`src/rtl/cardinal_router_pe_port.sv`:
```
// Router-side endpoint of the NIC link: owns the ring phase and one
// ping-pong buffer per direction so the NIC and the switch always use opposite VCs.
module cardinal_router_pe_port #(
    parameter int PACKET_SIZE = 64,
    parameter int CNT_WIDTH   = 16
) (
    input  logic                   clk,
    input  logic                   reset,
    output logic                   polarity,
    input  logic                   pe_si,
    output logic                   pe_ri,
    input  logic [PACKET_SIZE-1:0] pe_di,
    output logic                   pe_so,
    input  logic                   pe_ro,
    output logic [PACKET_SIZE-1:0] pe_do,
    output logic                   inj_so,
    input  logic                   inj_ro,
    output logic [PACKET_SIZE-1:0] inj_do,
    input  logic                   ej_si,
    output logic                   ej_ri,
    input  logic [PACKET_SIZE-1:0] ej_di,
    output logic                   vc_err,
    output logic [CNT_WIDTH-1:0]   inj_cnt,
    output logic [CNT_WIDTH-1:0]   ej_cnt
);

    logic [1:0][PACKET_SIZE-1:0] inj_buf;
    logic [1:0][PACKET_SIZE-1:0] ej_buf;
    logic [1:0]                  inj_full;
    logic [1:0]                  ej_full;
    logic                        np;
    logic                        inj_wr;
    logic                        ej_wr;
    logic                        ej_rd;

    assign np = ~polarity;

    // Ready is forced low while reset is held, not just implied by empty flags.
    assign pe_ri  = reset && !inj_full[np];
    assign ej_ri  = reset && !ej_full[polarity];

    assign inj_so = inj_full[polarity] && inj_ro;
    assign inj_do = inj_so ? inj_buf[polarity] : '0;
    assign pe_so  = ej_full[np];
    assign pe_do  = pe_so ? ej_buf[np] : '0;

    assign inj_wr = pe_si && pe_ri;
    assign ej_wr  = ej_si && ej_ri;
    assign ej_rd  = pe_so && pe_ro;

    always_ff @(posedge clk or negedge reset) begin
        if (!reset) begin
            polarity <= 1'b0;
            inj_buf  <= '0;
            ej_buf   <= '0;
            inj_full <= '0;
            ej_full  <= '0;
            vc_err   <= 1'b0;
            inj_cnt  <= '0;
            ej_cnt   <= '0;
        end else begin
            polarity <= np;

            // Writes land on entry ~p (inject) / p (eject); reads use the other one.
            if (inj_wr) begin
                if (pe_di[0] == np) begin
                    inj_buf[np]  <= pe_di;
                    inj_full[np] <= 1'b1;
                end else begin
                    vc_err <= 1'b1;
                end
            end
            if (inj_so) begin
                inj_full[polarity] <= 1'b0;
                if (inj_cnt != '1)
                    inj_cnt <= inj_cnt + 1'b1;
            end

            if (ej_wr) begin
                if (ej_di[0] == polarity) begin
                    ej_buf[polarity]  <= ej_di;
                    ej_full[polarity] <= 1'b1;
                end else begin
                    vc_err <= 1'b1;
                end
            end
            if (ej_rd) begin
                ej_full[np] <= 1'b0;
                if (ej_cnt != '1)
                    ej_cnt <= ej_cnt + 1'b1;
            end
        end
    end

endmodule

```
`config.mk`:
```
export PLATFORM = sky130hd
export DESIGN_NAME = cardinal_router_pe_port
export DESIGN_NICKNAME = d
export VERILOG_FILES = /design/src/rtl/cardinal_router_pe_port.sv
export SDC_FILE = /design/constraint.sdc
export NUM_CORES = 1
export LEC_CHECK = 0
export ABC_AREA = 1
export CORE_ASPECT_RATIO = 1.2
export CORE_MARGIN = 3
export CORE_UTILIZATION = 39
export CTS_CLUSTER_SIZE = 24
export DETAILED_ROUTE_END_ITERATION = 16
export GPL_ROUTABILITY_DRIVEN = 0
export GPL_TIMING_DRIVEN = 0
export SLEW_MARGIN = 5
export SYNTH_ARGS = -nofsm -noshare
export SYNTH_HDL_FRONTEND = slang
export SYNTH_SLANG_ARGS = --single-unit
```
`constraint.sdc`:
```
create_clock -name clk -period 2 [get_ports clk]
set_clock_uncertainty 0.05 [all_clocks]
set_input_delay 0.3 -clock clk [delete_from_list [all_inputs] [get_ports clk]]
set_output_delay 0.3 -clock clk [all_outputs]
set_load 0.02 [all_outputs]
```
==> flow_metrics.py <==
metrics = {
    "synth": {
        "ys_seq_area_frac": 0.529,
        "syn_area_um2": 13900,
        "synthesis.nets": 1970,
        "synthFlopType": "dfrtp_1",
        "ys_types": 26,
        "ys_ff_latch": 294,
        "synth_edf_count": 0,
        "avgSynthCellArea_um2": 7.58,
        "ys_warn_count": 0,
        "synth_async_sr_flop_share": 1.00,
        "synth_cells": 1834,
    },
    "cts": {
        "cts.sinks": 294,
        "insertion_delay_ns": 0.49,
        "cts_tree": "done",
        "cts_max_path_buffers": 3,
        "cts_root_buf": "clkbuf_16",
        "h-tree-depth": 2,
        "clkTransAtPathRegs_ns": 0.06,
        "numCtsBuffers": 34,
    },
    "place": {
        "io_buffers": 299,
        "detailed_place_hpwl_um": 29800,
        "placed_cells_incl_taps": 2597,
    },
    "die": {
        "fp.dieH_um": 213,
        "rows": 75,
        "die_w_um": 178,
        "core_area_um2": 35100,
        "die_area_um2": 38000,
        "start_util": 0.396,
        "num_io_pins": 300,
    },
    "drt": {
        "wire_per_inst_um": 16.2,
        "via_per_inst": 4.84,
        "dr.pass1.iters": 5,
        "ant_nets": 0,
        "wirelength_um": 43600,
        "drcViolationCount": 0,
        "vias": 13000,
        "drtIter0Drc": 863,
    },
    "critical_path": {
        "cp-start-kind": "flop",
        "worst_r2r_path_depth": 9,
        "crit_path_max_fanout": 10,
        "r2r_slack_ns": -0.03,
        "reg2reg_from": "polarity",
        "crit_required_ns": 1.65,
        "path_class": "reg2out",
        "cp-end-kind": "primary output",
        "critPathArrivalTime_ns": 1.98,
        "worst_r2r_endpoint": "ej_buf[76]",
    },
    "timing": {
        "slew_headroom": 0.599,
        "hold_viol_final": 0,
        "maxSlewViolCount": 0,
        "finalSetupViolations": 147,
        "clock.fmax_ghz": 0.428,
        "setup_ws_ns": -0.334,
        "period_share": 1.17,
        "period_needed_ns": 2.33,
        "tightest_slew_ns": 0.602,
        "rsz0062_at_grt": "true",
    },
    "grt": {
        "grtUsageTotal": 0.228,
        "grt_pass1_wl_um": 69200,
        "grt_antenna_before_repair": 6,
        "grt_max_degree": 110,
        "grt_pass1_vias": 12900,
        "grt_overflow": 0,
    },
    "finish": {
        "nNetsFinal": 2329,
        "area_growth_pct": 40.9,
        "fin_cells": 2682,
        "drive_gt1_frac": 0.172,
        "final_common_cell": "nand2_1",
        "final_cell_mix": "nand2_1, dfrtp_1, inv_1",
        "utilization": 0.558,
    },
    "hold_path": {
        "hold_path_startpoint": "ej_di[57]",
        "hold_path_end": "ej_buf[57]",
        "hold_path_depth": 3,
        "hold_class": "in2reg",
    },
    "status": {
        "violations": "setup timing",
        "outcome": "finished with violations",
    },
    "job": {
        "drv_cap": 0,
    },
    "pwr": {
        "leakagePower_nw": 10.0,
        "p_total_w": 0.0240,
        "peakVddDrop_mv": 0.777,
        "p_per_area_nw_per_um2": 1220,
    },
}
## area by class of cell
class                           instances  area, um^2
Buffer                                102         847
Clock buffer                           53        1010
Inverter                              225         852
Sequential cell                       294        7360
Tap cell                              462         578
Fill cell                            3348       15500
Timing Repair Buffer                  324        3360
Clock inverter                          6        33.8
Antenna cell                            4        10.0
Multi-Input combinational cell       1212        5540
## per-stage QoR
step	setup slack [ns]	setup TNS (ns)	hold slack (ns)	cell area, um^2
after floorplan	0.0208	0	-0.0456	13900
after global placement	-12.51	-6787.81	0.381	17500
after detailed placement	-1.18	-322.79	0.328	17500
after CTS	-0.345	-37.77	0.277	19300
after global routing	-0.404	-57.03	0.304	19600
final	-0.334	-35.74	0.294	19600
## per-layer routing
| metal | track usage | vias to the layer above | wire length, um |
|---|---|---|---|
| li1 | - | 6375 | - |
| met1 | 0.301 | 6175 | 18300 |
| met2 | 0.374 | 373 | 21000 |
| met3 | 0.0605 | 57 | 3330 |
| met4 | 0.0594 | 8 | 900 |
| met5 | 0 | - | 55 |
## critical path, stage by stage, from the launching register on
cell	delay [ns]
dfrtp_2	0.48
a21boi_2	0.24
o21ai_4	0.12
buf_8	0.16
buf_8	0.15
a21oi_2	0.16
buf_4	0.17
## Yosys cell counts, drive strengths merged (3+ instances only)
cell	instances	share of area
nand2	770	0.21
dfrtp	294	0.53
o21ai	275	0.10
inv	225	0.061
a21oi	65	0.025
buf	54	0.022
clkbuf	49	0.013
nor2	45	0.013
nand3	23	0.0083
nand4	9	0.0041
xnor2	9	0.0057
a22oi	3	0.0016
nand3b	3	0.0016
xor2	3	0.0019
## worst max-delay path by stage
stage,start,endpoint,slack (ns),cells after the start
2_1_floorplan,polarity,inj_do[26],0.02,5
3_3_place_gp,reset,inj_buf[39],-12.51,1
3_5_place_dp,polarity,inj_do[10],-1.18,6
4_1_cts,polarity,pe_do[63],-0.35,8
5_1_grt,polarity,pe_do[31],-0.40,7
6_report,polarity,inj_do[13],-0.33,6
## timing repair
action,CTS,global route
cloned,4,1
hold endpoints to repair,138,0
setup endpoints to repair,394,348
resized for setup,880,118
setup buffers,9,1
hold buffers,9,0
pin swaps,5,1
## power by group
group / internal [W] / switching [W]
combinational: 0.00377 / 0.00468
sequential: 0.00826 / 0.00136
clock: 0.00348 / 0.00241
total: 0.0155 / 0.00844
## kinds of logic after synthesis
family / after synthesis / synth area share
and+or+nand+nor: 852 / 0.236
AOI/OAI and AO/OA: 346 / 0.130
buffers and inverters: 328 / 0.0957
DFF: 294 / 0.529
xor gates and xnor gates: 12 / 0.00756
adders and majority gates: 2 / 0.00180
## sequential cells by signal, indices dropped and copies added, names as in the netlist
name      count
inj_cnt      16
ej_cnt       16
inj_buf     128
vc_err        1
ej_buf      128
inj_full      2
ej_full       2
polarity      1
No activity file was read; power rests on OpenSTA's default activity.
